### config.mk
export PLATFORM = sky130hd
export DESIGN_NAME = mastermind_turn_ctrl_flat
export DESIGN_NICKNAME = d
export VERILOG_FILES = /design/src/rtl/mastermind_turn_ctrl_pkg.sv /design/src/rtl/mastermind_turn_ctrl_if.sv /design/src/rtl/mastermind_turn_ctrl_press_edge_detect.sv /design/src/rtl/mastermind_turn_ctrl.sv /design/src/flat_wrapper.sv
export SDC_FILE = /design/constraint.sdc
export NUM_CORES = 1
export LEC_CHECK = 0
export CORE_ASPECT_RATIO = 1.1
export CORE_MARGIN = 8
export CORE_UTILIZATION = 50
export CTS_BUF_LIST = sky130_fd_sc_hd__clkbuf_16
export DETAILED_ROUTE_END_ITERATION = 8
export PLACE_DENSITY = 0.85
export SYNTH_ARGS = -nofsm -noshare
export SYNTH_HDL_FRONTEND = slang
export SYNTH_SLANG_ARGS = --single-unit
export TNS_END_PERCENT = 1
### constraint.sdc
create_clock -name clk -period 3.92 [get_ports clk]
set_input_delay 0.784 -clock clk [delete_from_list [all_inputs] [get_ports clk]]
set_output_delay 0.784 -clock clk [all_outputs]
set_load 0.03 [all_outputs]
### src/rtl/mastermind_turn_ctrl_pkg.sv
// -----------------------------------------------------------------------------
// mastermind_pkg
// Shared definitions for the Mastermind turn controller: FSM state encodings,
// letter codes, code length and a saturating score increment helper.
// No ports (package).
// -----------------------------------------------------------------------------
package mastermind_pkg;

    localparam logic [2:0] ST_START     = 3'd0;
    localparam logic [2:0] ST_MAKER     = 3'd1;
    localparam logic [2:0] ST_BREAKER   = 3'd2;
    localparam logic [2:0] ST_CHECK     = 3'd3;
    localparam logic [2:0] ST_SHOW      = 3'd4;
    localparam logic [2:0] ST_ROUND_END = 3'd5;
    localparam logic [2:0] ST_GAME_OVER = 3'd6;

    typedef logic [2:0] letter_t;
    typedef logic [1:0] score_t;

    localparam letter_t LETTER_NONE = 3'b000;
    localparam letter_t LETTER_A    = 3'b001;
    localparam letter_t LETTER_C    = 3'b010;
    localparam letter_t LETTER_E    = 3'b011;
    localparam letter_t LETTER_F    = 3'b100;
    localparam letter_t LETTER_U    = 3'b111;

    localparam int CODE_LEN = 4;

    // Scores are 2 bits wide and stick at 3 rather than wrapping.
    function automatic score_t sat_inc(input score_t s);
        return (s == 2'd3) ? s : s + 2'd1;
    endfunction

endpackage

### src/rtl/mastermind_turn_ctrl_if.sv
// -----------------------------------------------------------------------------
// mastermind_turn_ctrl_if
// Connection between the turn controller and the compare/LED datapath.
//   code_we / guess_we : write strobes into secret-code / guess register
//   wr_idx, wr_data    : letter slot and letter for the strobes
//   cmp_start          : 1-cycle comparator start pulse
//   cmp_done           : comparator finished (1-cycle pulse)
//   cmp_exact          : exact-position matches, valid with cmp_done
//   fb_valid           : feedback LEDs show a valid result
// master = controller side, slave = datapath side.
// -----------------------------------------------------------------------------
interface mastermind_turn_ctrl_if;
    logic       code_we;
    logic       guess_we;
    logic [1:0] wr_idx;
    logic [2:0] wr_data;
    logic       cmp_start;
    logic       cmp_done;
    logic [2:0] cmp_exact;
    logic       fb_valid;

    modport master (
        output code_we, guess_we, wr_idx, wr_data, cmp_start, fb_valid,
        input  cmp_done, cmp_exact
    );

    modport slave (
        input  code_we, guess_we, wr_idx, wr_data, cmp_start, fb_valid,
        output cmp_done, cmp_exact
    );
endinterface

### src/rtl/mastermind_turn_ctrl_press_edge_detect.sv
// -----------------------------------------------------------------------------
// press_edge_detect
// Rising-edge detector for a (pre-synchronised) button level.
//   clk   : system clock
//   reset : synchronous active-low clear of the history flop
//   btn   : button level
//   press : high for the single cycle in which btn rises
// -----------------------------------------------------------------------------
module press_edge_detect (
    input  logic clk,
    input  logic reset,
    input  logic btn,
    output logic press
);

    logic btn_q;

    always_ff @(posedge clk) begin
        if (!reset) begin
            btn_q <= 1'b0;
        end else begin
            btn_q <= btn;
        end
    end

    assign press = btn & ~btn_q;

endmodule

### src/rtl/mastermind_turn_ctrl.sv
// -----------------------------------------------------------------------------
// mastermind_turn_ctrl
// Game sequencer for the electronic Mastermind machine: picks roles, steers
// code/guess letters into the datapath, runs the comparator, holds feedback,
// keeps score and declares the winner.
//   clk, reset   : system clock, synchronous active-low reset
//   enterA/B     : player enter buttons (levels)
//   SW           : letter code, 3'b000 = no letter
//   bus          : datapath connection (strobes, comparator, fb_valid)
//   maker_is_b   : 0 = A is codemaker, 1 = B is codemaker
//   guess_num    : current guess attempt (1-based) in BREAKER, else 0
//   state_disp   : encoded FSM state
//   round_count  : completed rounds, modulo 4
//   scoreA/B     : player scores
//   game_over    : game finished, winner_b valid
//   winner_b     : 1 = B won
//
// state      | meaning
// -----------+----------------------------------------------------
// START      | wait for first press, presser becomes codemaker
// MAKER      | maker enters 4 code letters
// BREAKER    | breaker enters 4 guess letters
// CHECK      | comparator started, waiting for cmp_done
// SHOW       | feedback held valid for FB_HOLD cycles
// ROUND_END  | award point, swap roles, check for a winner
// GAME_OVER  | scores frozen until any press
// -----------------------------------------------------------------------------
module mastermind_turn_ctrl
    import mastermind_pkg::*;
#(
    parameter int MAX_GUESSES = 3,
    parameter int WIN_SCORE   = 2,
    parameter int FB_HOLD     = 8
) (
    input  logic                  clk,
    input  logic                  reset,
    input  logic                  enterA,
    input  logic                  enterB,
    input  logic [2:0]            SW,
    mastermind_turn_ctrl_if.master bus,
    output logic                  maker_is_b,
    output logic [1:0]            guess_num,
    output logic [2:0]            state_disp,
    output logic [1:0]            round_count,
    output logic [1:0]            scoreA,
    output logic [1:0]            scoreB,
    output logic                  game_over,
    output logic                  winner_b
);

    localparam int         FB_W      = (FB_HOLD > 1) ? $clog2(FB_HOLD) : 1;
    localparam logic [FB_W-1:0] FB_LOAD = FB_W'(FB_HOLD - 1);
    localparam logic [1:0] LAST_SLOT = 2'(CODE_LEN - 1);
    localparam logic [1:0] MAX_G     = 2'(MAX_GUESSES);
    localparam logic [1:0] WIN_S     = 2'(WIN_SCORE);

    logic [2:0]      state;
    logic [1:0]      slot;
    logic [1:0]      guess_cnt;
    logic            hit;
    logic [FB_W-1:0] fb_cnt;

    logic   press_a;
    logic   press_b;
    logic   maker_press;
    logic   breaker_press;
    logic   letter_ok;
    logic   b_scores;
    score_t score_a_nxt;
    score_t score_b_nxt;
    logic   win_reached;

    press_edge_detect u_edge_a (
        .clk   (clk),
        .reset (reset),
        .btn   (enterA),
        .press (press_a)
    );

    press_edge_detect u_edge_b (
        .clk   (clk),
        .reset (reset),
        .btn   (enterB),
        .press (press_b)
    );

    assign maker_press   = maker_is_b ? press_b : press_a;
    assign breaker_press = maker_is_b ? press_a : press_b;
    assign letter_ok     = (SW != LETTER_NONE);

    // Point goes to the breaker on a hit, otherwise to the maker.
    always_comb begin
        b_scores    = hit ? ~maker_is_b : maker_is_b;
        score_a_nxt = b_scores ? scoreA : sat_inc(scoreA);
        score_b_nxt = b_scores ? sat_inc(scoreB) : scoreB;
        win_reached = b_scores ? (score_b_nxt >= WIN_S) : (score_a_nxt >= WIN_S);
    end

    always_ff @(posedge clk) begin
        if (!reset) begin
            state         <= ST_START;
            slot          <= 2'd0;
            guess_cnt     <= 2'd0;
            hit           <= 1'b0;
            fb_cnt        <= '0;
            maker_is_b    <= 1'b0;
            round_count   <= 2'd0;
            scoreA        <= 2'd0;
            scoreB        <= 2'd0;
            game_over     <= 1'b0;
            winner_b      <= 1'b0;
            bus.code_we   <= 1'b0;
            bus.guess_we  <= 1'b0;
            bus.wr_idx    <= 2'd0;
            bus.wr_data   <= 3'd0;
            bus.cmp_start <= 1'b0;
            bus.fb_valid  <= 1'b0;
        end else begin
            bus.code_we   <= 1'b0;
            bus.guess_we  <= 1'b0;
            bus.cmp_start <= 1'b0;

            case (state)
                ST_START: begin
                    if (press_a || press_b) begin
                        // Simultaneous presses: A takes the maker role.
                        maker_is_b <= ~press_a;
                        slot       <= 2'd0;
                        state      <= ST_MAKER;
                    end
                end

                ST_MAKER: begin
                    if (maker_press && letter_ok) begin
                        bus.code_we <= 1'b1;
                        bus.wr_idx  <= slot;
                        bus.wr_data <= SW;
                        if (slot == LAST_SLOT) begin
                            slot      <= 2'd0;
                            guess_cnt <= 2'd1;
                            state     <= ST_BREAKER;
                        end else begin
                            slot <= slot + 2'd1;
                        end
                    end
                end

                ST_BREAKER: begin
                    if (breaker_press && letter_ok) begin
                        bus.guess_we <= 1'b1;
                        bus.wr_idx   <= slot;
                        bus.wr_data  <= SW;
                        if (slot == LAST_SLOT) begin
                            slot          <= 2'd0;
                            bus.cmp_start <= 1'b1;
                            state         <= ST_CHECK;
                        end else begin
                            slot <= slot + 2'd1;
                        end
                    end
                end

                ST_CHECK: begin
                    if (bus.cmp_done) begin
                        hit          <= (bus.cmp_exact == 3'd4);
                        fb_cnt       <= FB_LOAD;
                        bus.fb_valid <= 1'b1;
                        state        <= ST_SHOW;
                    end
                end

                ST_SHOW: begin
                    if (fb_cnt == '0) begin
                        bus.fb_valid <= 1'b0;
                        if (hit || guess_cnt == MAX_G) begin
                            state <= ST_ROUND_END;
                        end else begin
                            guess_cnt <= guess_cnt + 2'd1;
                            slot      <= 2'd0;
                            state     <= ST_BREAKER;
                        end
                    end else begin
                        fb_cnt <= fb_cnt - 1'b1;
                    end
                end

                ST_ROUND_END: begin
                    scoreA      <= score_a_nxt;
                    scoreB      <= score_b_nxt;
                    round_count <= round_count + 2'd1;
                    maker_is_b  <= ~maker_is_b;
                    guess_cnt   <= 2'd0;
                    slot        <= 2'd0;
                    if (win_reached) begin
                        game_over <= 1'b1;
                        winner_b  <= b_scores;
                        state     <= ST_GAME_OVER;
                    end else begin
                        state <= ST_MAKER;
                    end
                end

                ST_GAME_OVER: begin
                    if (press_a || press_b) begin
                        scoreA      <= 2'd0;
                        scoreB      <= 2'd0;
                        round_count <= 2'd0;
                        game_over   <= 1'b0;
                        winner_b    <= 1'b0;
                        state       <= ST_START;
                    end
                end

                default: state <= ST_START;
            endcase
        end
    end

    assign state_disp = state;
    assign guess_num  = (state == ST_BREAKER) ? guess_cnt : 2'd0;

endmodule

### src/flat_wrapper.sv
// flat-port wrapper written by rule: the top's interface ports become plain ports
module mastermind_turn_ctrl_flat import mastermind_pkg::*;
#(
    parameter int MAX_GUESSES = 3,
    parameter int WIN_SCORE   = 2,
    parameter int FB_HOLD     = 8
)
  (clk, reset, enterA, enterB, SW, maker_is_b, guess_num, state_disp, round_count, scoreA, scoreB, game_over, winner_b, bus_code_we, bus_guess_we, bus_wr_idx, bus_wr_data, bus_cmp_start, bus_fb_valid, bus_cmp_done, bus_cmp_exact);
  mastermind_turn_ctrl_if bus_i ();
  input  logic clk;
  input  logic reset;
  input  logic enterA;
  input  logic enterB;
  input  logic [2:0] SW;
  output logic maker_is_b;
  output logic [1:0] guess_num;
  output logic [2:0] state_disp;
  output logic [1:0] round_count;
  output logic [1:0] scoreA;
  output logic [1:0] scoreB;
  output logic game_over;
  output logic winner_b;
  output wire logic [$bits(bus_i.code_we)-1:0] bus_code_we;
  output wire logic [$bits(bus_i.guess_we)-1:0] bus_guess_we;
  output wire logic [$bits(bus_i.wr_idx)-1:0] bus_wr_idx;
  output wire logic [$bits(bus_i.wr_data)-1:0] bus_wr_data;
  output wire logic [$bits(bus_i.cmp_start)-1:0] bus_cmp_start;
  output wire logic [$bits(bus_i.fb_valid)-1:0] bus_fb_valid;
  input wire logic [$bits(bus_i.cmp_done)-1:0] bus_cmp_done;
  input wire logic [$bits(bus_i.cmp_exact)-1:0] bus_cmp_exact;
  assign bus_code_we = bus_i.code_we;
  assign bus_guess_we = bus_i.guess_we;
  assign bus_wr_idx = bus_i.wr_idx;
  assign bus_wr_data = bus_i.wr_data;
  assign bus_cmp_start = bus_i.cmp_start;
  assign bus_fb_valid = bus_i.fb_valid;
  assign bus_i.cmp_done = bus_cmp_done;
  assign bus_i.cmp_exact = bus_cmp_exact;
  mastermind_turn_ctrl #(.MAX_GUESSES(MAX_GUESSES), .WIN_SCORE(WIN_SCORE), .FB_HOLD(FB_HOLD)) u_core (.clk(clk), .reset(reset), .enterA(enterA), .enterB(enterB), .SW(SW), .bus(bus_i), .maker_is_b(maker_is_b), .guess_num(guess_num), .state_disp(state_disp), .round_count(round_count), .scoreA(scoreA), .scoreB(scoreB), .game_over(game_over), .winner_b(winner_b));
endmodule
==> impl_metrics.tcl, run 1 <==
set metrics [dict create \
    setup_tns_ps 0 \
    wire_per_inst_um 15.1 \
    irDropWorstVdd_v 0.000346 \
    place_inst 261 \
    cap_violations 0 \
    status "complete, no violations" \
    antenna_found_initial 0 \
    synth_xor_area_frac 0.00519 \
    seq_area_frac_synth 0.368 \
    multiInputGateArea_um2 1000 \
    htree_levels 2 \
    die_y_um 76.9 \
    synth_cell_types 46 \
    clock_skew_ps 5.25 \
    min_period_ps 3190 \
    power_mw 1.36 \
    grt_use_total 0.154 \
    crit_path_start_kind "flop" \
    grt_pass1_wl_um 6990 \
    syn_nets 215 \
    netlist_instances 200 \
    max_slew.worst_pin.slew_ps 783 \
    synth-adder-area-share 0.0297 \
    synth-simple-area-share 0.268 \
    instances_no_fill 269 \
    final_cell_mix "clkdlybuf4s50_1, dfxtp_1, nand2_1" \
    syn_to_final_growth_pct 28.3 \
    dr_total_vias 1584 \
    timing.final.crit_share 0.814 \
    p_per_area_nw_per_um2 629 \
    cts_tree "done" \
    synth_area_um2 1690 \
    required_ps 3140 \
    wirelength_um 4060 \
    clock-sinks 31 \
    dpl-instance-area_um2 2030 \
    regArea_um2 621 \
    hold_ws_ps 453 \
    synth_mux_area_frac 0.0712 \
    grt_setup_unrepaired "false" \
    async_reset_ff_frac 0 \
    setup_viol 0 \
    synth_ff_type "dfxtp_1" \
    cts_buffers 5 \
    grt_start_max_net_pins 26 \
    final_common_cell "clkdlybuf4s50_1" \
    row_count 22 \
    final_layout_size_suffix_gt1_frac 0.0558 \
    nNetsFinal 247 \
    regToRegStartpoint "u_core.state_disp[1]" \
    hold_class "flop to flop" \
    cp-startpoint "u_core.state_disp[1]" \
    cts_resized 0 \
    arrival_ps 2410 \
    ys_ff_latch 31 \
    num_antenna_cells 0 \
    synth_compound_area_frac 0.218 \
    drt_iter0_markers 114 \
    nFillCells 269 \
    hold_viol 0 \
    gp_congestion 0.772 \
    die-area_um2 5490 \
    clk_latency_ps 270 \
    hpwl_um 2790 \
    cts_hold_buf 0 \
    portBuffers 33 \
    initial_utilization 0.515 \
    max_freq_mhz 313 \
    ant_nets 0 \
    worstPathMaxFanout 25 \
    slew_violations 0 \
    route.detailed.drc 0 \
    postCtsSetupRepairBufs 0 \
    clk_pin_slew_ps 50 \
    grt_pass1_vias 1521 \
    max-slew-margin-rel 0.477 \
    dp_slack_ps 1040 \
    io_pins 34 \
    crit_type "flop to output pin" \
    cts-root-buf "clkbuf_16" \
    avgViaCountPerCell 5.89 \
    synth_edf_count 0 \
    dieWidth_um 71.4 \
    synth_area_per_cell_um2 8.44 \
    hp-start "u_core.bus.wr_idx[0]" \
    endpoint_kind "output pin" \
    core_area_um2 3280 \
    leakage_nw 0.802 \
    grt-ovfl-total 0 \
    ctsLongestPathBuffers 2 \
    fin_area_um2 2170 \
    synth_top_family_by_area "simple AND/OR/NAND/NOR gates" \
    fin_util 0.661 \
    drt-pass1-iter-count 4 \
    setup_slack_ps 727 \
    yosys_warnings 0 \
]
==> state kept, by name, indices dropped and copies added, names as in the netlist, 2 cells and up <==
register	cells
u_core.fb_cnt	3
u_core.bus.wr_data	3
u_core.slot	2
u_core.state_disp	3
u_core.guess_cnt	2
u_core.bus.wr_idx	2
u_core.scoreA	2
u_core.round_count	2
u_core.scoreB	2
==> cells in the mapped netlist (2+ instances only) <==
master,count,area (um^2)
o211ai_1,4,30.0
nor2b_1,4,25.0
and3_1,4,25.0
o21ai_1,2,10.0
nand3b_1,2,15.0
dfxtp_1,31,621
a21oi_1,13,65.1
a21boi_0,2,15.0
a211oi_1,4,30.0
and2b_1,2,15.0
ha_1,4,50.1
clkbuf_1,5,18.8
nor3_1,9,45.0
o32ai_1,2,17.5
nand2b_1,4,25.0
nand2_1,22,82.6
a211o_1,2,17.5
inv_1,5,18.8
mux2i_1,12,120
a311oi_1,3,26.3
nor2_1,18,67.6
and2_1,6,37.5
nand3_1,7,35.0
o21ai_0,8,40.0
buf_2,3,15.0
o21a_1,2,15.0
==> area by class of cell <==
cell class                 count  share of cell area
timing repair buffer          35               0.159
clock buffer                   5              0.0578
clock inverter                 3             0.00520
inverter                       5             0.00867
multi-input combinational    154               0.462
tap                           36              0.0208
sequential                    31               0.287
==> metal layers <==
| metal | global-route usage | vias up | part of all wire |
|---|---|---|---|
| met3 | 0.0429 | 6 | 0.044 |
| met2 | 0.247 | 37 | 0.49 |
| met1 | 0.181 | 755 | 0.45 |
| met5 | 0 | - | 0 |
| met4 | 0.0792 | 0 | 0.018 |
| li1 | - | 786 | - |
==> cells by family (layout without fill, tap and decap cells) <==
logic type | Yosys count | in the layout
flops | 31 | 31
buf+inv | 15 | 48
simple gates | 86 | 86
fa+ha+maj | 4 | 4
mux | 12 | 12
compound gates | 51 | 51
xor+xnor | 1 | 1
==> critical path, stage by stage, from the launching register on <==
cell and delay [ps]:
dfxtp_1 800, nor3b_4 480, and2_1 180, clkdlybuf4s50_1 670
==> final timing paths <==
path / endpoint / slack [ps] / cells after the start
max reg2reg: u_core.bus.wr_data[0] / 1580 / 5
max: guess_num[0] / 730 / 3
min: u_core.bus.wr_idx[0] / 450 / 2
min reg2reg: u_core.bus.wr_idx[0] / 450 / 2
==> power breakdown <==
part           switching, mW  leakage [nW]  total [mW]  internal [mW]
Combinational          0.319         0.481       0.567          0.249
Sequential            0.0871         0.252       0.447          0.360
Clock                  0.120        0.0701       0.347          0.227
Total                  0.526         0.802        1.36          0.836
Note: power is estimated with default switching activity, not from simulation.
==> run 2, diff against run 1 <==
--- a/config.mk
+++ b/config.mk
@@ -7,10 +7,10 @@
 export LEC_CHECK = 0
 export CORE_ASPECT_RATIO = 1.1
 export CORE_MARGIN = 8
-export CORE_UTILIZATION = 50
+export CORE_UTILIZATION = 46
 export CTS_BUF_LIST = sky130_fd_sc_hd__clkbuf_16
 export DETAILED_ROUTE_END_ITERATION = 8
-export PLACE_DENSITY = 0.85
+export PLACE_DENSITY = 0.82
 export SYNTH_ARGS = -nofsm -noshare
 export SYNTH_HDL_FRONTEND = slang
 export SYNTH_SLANG_ARGS = --single-unit
==> constraint.sdc (replaced) <==
create_clock -name clk -period 2.8 [get_ports clk]
set_input_delay 0.56 -clock clk [delete_from_list [all_inputs] [get_ports clk]]
set_output_delay 0.56 -clock clk [all_outputs]
set_load 0.03 [all_outputs]
==> run 2 against run 1 <==
  * Sequential share of layout area is 0.71 points lower
  * Clock skew is essentially flat
  * Die area is 6.8% higher
  * Clock power grew 43%
  * Register-to-register slack lost 940 ps
  * Setup slack worse by 350 ps
==> impl_metrics.tcl, run 2 (synthesized netlist as in run 1, its figures left out) <==
set metrics [dict create \
    die-area_um2 5870 \
    dieWidth_um 73.8 \
    grt_pass1_vias 1591 \
    initial_utilization 0.473 \
    drt-pass1-iter-count 4 \
    r2r_slack_ps 640 \
    hp-start "u_core.bus.wr_idx[1]" \
    die_y_um 79.5 \
    route.detailed.drc 0 \
    arrival_ps 1860 \
    grt_use_total 0.156 \
    worstPathMaxFanout 16 \
    min_period_ps 2420 \
    hold_viol 0 \
    htree_levels 2 \
    p_sw_frac 0.387 \
    final_common_cell "clkdlybuf4s50_1" \
    required_ps 2240 \
    drt_iter0_markers 160 \
    dr_total_vias 1607 \
    max_freq_mhz 413 \
    irDropWorstVdd_v 0.000460 \
    max_stage_delay_ps 660 \
    slew_violations 0 \
    antenna_found_initial 0 \
    path_cells "nor3b_4, and2_1, clkdlybuf4s50_1" \
    p_sw_mw 0.752 \
    fin_area_um2 2220 \
    cts_hold_buf 0 \
    postCtsSetupRepairBufs 0 \
    internal_power_mw 1.19 \
    clock-sinks 31 \
    hold_class "flop to flop" \
    wirelength_um 4220 \
    grt_pass1_wl_um 7330 \
    crit_slowest_cell "clkdlybuf4s50_1" \
    max-slew-margin-rel 0.590 \
    grt_start_max_net_pins 25 \
    avgViaCountPerCell 5.58 \
    setup_tns_ps 0 \
    core_area_um2 3570 \
    cap_violations 0 \
    num_antenna_cells 0 \
    regToRegStartpoint "u_core.state_disp[0]" \
    reg2reg_to "u_core.bus.wr_data[2]" \
    final_layout_size_suffix_gt1_frac 0.0756 \
    gp_congestion 0.874 \
    clock_power_share 0.255 \
    grt_setup_unrepaired "false" \
    crit_type "flop to output pin" \
    leakage_nw 0.829 \
    dpl-instance-area_um2 2080 \
    syn_to_final_growth_pct 31.6 \
    seqPwrFrac 0.315 \
    worstHoldPathCells 2 \
    min_to "u_core.bus.wr_idx[1]" \
    nNetsFinal 252 \
    combPwrFrac 0.430 \
    timing.final.crit_share 0.864 \
    crit_path_start_kind "flop" \
    power_mw 1.94 \
    cts_resized 0 \
    hpwl_um 2980 \
    ctsLongestPathBuffers 2 \
    status "complete, no violations" \
    final_cell_mix "clkdlybuf4s50_1, dfxtp_1, nand2_1" \
    io_pins 34 \
    p_per_area_nw_per_um2 876 \
    grt-ovfl-total 0 \
    max_slew.worst_pin.slew_ps 614 \
    endpoint_kind "output pin" \
    row_count 23 \
    clk_latency_ps 280 \
    wire_per_inst_um 14.7 \
    cts_tree "done" \
    ff2ff_path_depth 5 \
    portBuffers 33 \
    clock_skew_ps 5.09 \
    cts-root-buf "clkbuf_16" \
    hold_ws_ps 449 \
    clk_pin_slew_ps 50 \
    cts_buffers 5 \
    setup_viol 0 \
    ant_nets 0 \
]
run 2: cell count changes in the layout (fill, tap and decap cells not counted), sizes merged:
cell and change:
buf +5
run 2: how the worst max path moves through the flow:
stage	cells past startpoint	slack, ps	from	to
2_1_floorplan	5	930	u_core.state_disp[0]	u_core.bus.wr_data[0]
3_3_place_gp	6	450	enterA	u_core.slot[1]
3_5_place_dp	6	390	enterA	u_core.slot[0]
4_1_cts	3	360	u_core.state_disp[0]	guess_num[0]
5_1_grt	3	250	u_core.state_disp[0]	guess_num[0]
6_report	3	380	u_core.state_disp[0]	guess_num[0]
run 2: power by group through the flow:
stage / sequential [mW] / combinational (mW) / clock (mW)
2_1_floorplan: 0.651 / 0.566 / 0
3_3_place_gp: 0.617 / 0.817 / 0
3_5_place_dp: 0.614 / 0.826 / 0
4_1_cts: 0.609 / 0.835 / 0.505
5_1_grt: 0.626 / 0.914 / 0.533
6_report: 0.612 / 0.836 / 0.496
run 2: area by class of cell:
class | instances | area, um^2
Inverter | 5 | 18.8
Fill cell | 334 | 1350
Tap cell | 50 | 62.6
Multi-Input combinational cell | 154 | 1000
Clock inverter | 3 | 11.3
Timing Repair Buffer | 40 | 383
Clock buffer | 5 | 125
Sequential cell | 31 | 621
run 2: layer usage:
metal	GRT usage	part of all wire	up-vias
met5	0	0	-
met4	0.0880	0.027	0
met3	0.0465	0.050	10
met2	0.245	0.47	45
met1	0.184	0.45	753
li1	-	-	799
run 2: critical path, delay by kind of cell, from the launching register on:
family                 cells  cell delay (ps)
buffers and inverters      1              660
and+or+nand+nor            2              440
DFF                        1              480
run 2: metrics by stage:
step | cells | utilization | worst slack [ps]
final | 288 | 0.622 | 380
after global routing | 288 | 0.622 | 254
after CTS | 288 | 0.622 | 364
after detailed placement | 280 | 0.584 | 387
after global placement | 280 | 0.584 | 452
after floorplan | 200 | - | 928
==> run 3, diff against run 2 <==
--- a/config.mk
+++ b/config.mk
@@ -11,6 +11,7 @@
 export CTS_BUF_LIST = sky130_fd_sc_hd__clkbuf_16
 export DETAILED_ROUTE_END_ITERATION = 8
 export PLACE_DENSITY = 0.82
+export SKIP_CTS_REPAIR_TIMING = 1
 export SYNTH_ARGS = -nofsm -noshare
 export SYNTH_HDL_FRONTEND = slang
 export SYNTH_SLANG_ARGS = --single-unit
==> constraint.sdc (replaced) <==
create_clock -name clk -period 2.2 [get_ports clk]
set_input_delay 0.44 -clock clk [delete_from_list [all_inputs] [get_ports clk]]
set_output_delay 0.44 -clock clk [all_outputs]
set_load 0.03 [all_outputs]
==> run 3 against run 2 <==
  * Combinational power increased by 36%
  * Highest routed layer unchanged
  * Sequential share of layout area decreased by 0.47 points
  * Register-to-register slack worse by 340 ps
==> impl_metrics.tcl, run 3 (synthesized netlist as in run 1, its figures left out) <==
set metrics [dict create \
    status "complete, no violations" \
    max-slew-margin-rel 0.634 \
    drt-pass1-iter-count 4 \
    setup_tns_ps 0 \
    antenna_found_initial 0 \
    clk_pin_slew_ps 50 \
    min_period_ps 2020 \
    grt_pass1_vias 1638 \
    row_count 23 \
    nNetsFinal 258 \
    required_ps 2400 \
    ant_nets 0 \
    max_freq_mhz 495 \
    arrival_ps 2220 \
    clk_latency_ps 280 \
    grt_use_total 0.159 \
    p_sw_frac 0.384 \
    crit_path_start_kind "primary input" \
    drt_iter0_markers 171 \
    dr_total_vias 1623 \
    dieWidth_um 73.8 \
    wire_per_inst_um 14.2 \
    crit_slowest_cell "clkdlybuf4s50_1" \
    final_cell_mix "clkdlybuf4s50_1, dfxtp_1, nand2_1" \
    r2r_slack_ps 300 \
    hpwl_um 2970 \
    seqPwrFrac 0.295 \
    initial_utilization 0.473 \
    internal_power_mw 1.56 \
    timing.final.crit_share 0.918 \
    die-area_um2 5870 \
    reg2reg_to "u_core.state_disp[2]" \
    instances_no_fill 294 \
    cts_tree "done" \
    grt-ovfl-total 0 \
    endpoint_kind "flop" \
    hold_class "flop to flop" \
    fin_util 0.634 \
    syn_to_final_growth_pct 34.1 \
    die_y_um 79.5 \
    cp-startpoint "enterA" \
    grt_setup_unrepaired "false" \
    cts_buffers 5 \
    clock_skew_ps 5.75 \
    avgViaCountPerCell 5.52 \
    nFillCells 317 \
    place_inst 286 \
    cap_violations 0 \
    cts-root-buf "clkbuf_16" \
    num_antenna_cells 0 \
    max_stage_delay_ps 510 \
    hold_ws_ps 444 \
    slew_violations 0 \
    leakage_nw 0.870 \
    io_pins 34 \
    ctsLongestPathBuffers 2 \
    irDropWorstVdd_v 0.000671 \
    htree_levels 2 \
    grt_start_max_net_pins 17 \
    gp_congestion 0.832 \
    hold_viol 0 \
    clock_power_share 0.254 \
    final_common_cell "clkdlybuf4s50_1" \
    final_layout_size_suffix_gt1_frac 0.115 \
    setup_viol 0 \
    crit_type "primary input to flop" \
    regToRegStartpoint "u_core.maker_is_b" \
    path_cells "clkdlybuf4s50_1, and2b_1, nor3_1, nor4_1, nand3_1, a21oi_1" \
    route.detailed.drc 0 \
    clock-sinks 31 \
    p_sw_mw 0.974 \
    p_per_area_nw_per_um2 1120 \
    portBuffers 33 \
    grt_pass1_wl_um 7340 \
    wirelength_um 4190 \
    worstPathMaxFanout 7 \
    core_area_um2 3570 \
    ff2ff_path_depth 5 \
    max_slew.worst_pin.slew_ps 541 \
    endpoint "u_core.state_disp[2]" \
    combPwrFrac 0.451 \
]
## run 3: worst min-delay path by stage
| stage | from | to | cells past startpoint |
|---|---|---|---|
| floorplan | u_core.fb_cnt[0] | u_core.fb_cnt[0] | 1 |
| global placement | u_core.bus.wr_idx[1] | u_core.bus.wr_idx[1] | 2 |
| finish | u_core.bus.wr_idx[1] | u_core.bus.wr_idx[1] | 2 |
| detailed placement | u_core.bus.wr_idx[1] | u_core.bus.wr_idx[1] | 2 |
| global route | u_core.bus.wr_idx[0] | u_core.bus.wr_idx[0] | 2 |
| CTS | u_core.bus.wr_idx[1] | u_core.bus.wr_idx[1] | 2 |
## run 3: through the flow
step	worst slack, ps	area (um^2)	power, mW
after CTS	74.7	2260	2.53
after global routing	1.34	2260	2.69
after global placement	28.2	2120	1.86
after detailed placement	-6.22	2120	1.87
after floorplan	328	1690	1.55
final	180	2260	2.53
## run 3: critical path, delay by kind of cell
kind                   cells  cell delay (ps)
AOI/OAI and AO/OA          1              210
and+or+nand+nor            4             1050
buffers and inverters      1              510
## run 3: area by class of cell
cell class                      count  area, um^2  share of cell area
Inverter                            5        18.8             0.00829
Clock buffer                        5         125              0.0553
Tap cell                           50        62.6              0.0276
Timing Repair Buffer               46         423               0.187
Multi-Input combinational cell    154        1000               0.442
Sequential cell                    31         622               0.275
Clock inverter                      3        12.5             0.00553
## run 3: per-layer routing
| metal | GRT usage | vias up | part of all wire |
|---|---|---|---|
| met1 | 0.197 | 750 | 0.46 |
| met5 | 0 | - | 0 |
| met2 | 0.240 | 55 | 0.45 |
| met4 | 0.104 | 0 | 0.026 |
| met3 | 0.0352 | 11 | 0.064 |
| li1 | - | 807 | - |
## run 3: power by group through the flow
stage               Combinational, mW  Sequential (mW)  Clock [mW]
floorplan                       0.721            0.829           0
global placement                 1.10            0.755           0
detailed placement               1.12            0.752           0
CTS                              1.14            0.743       0.652
global route                     1.24            0.760       0.689
finish                           1.14            0.747       0.645
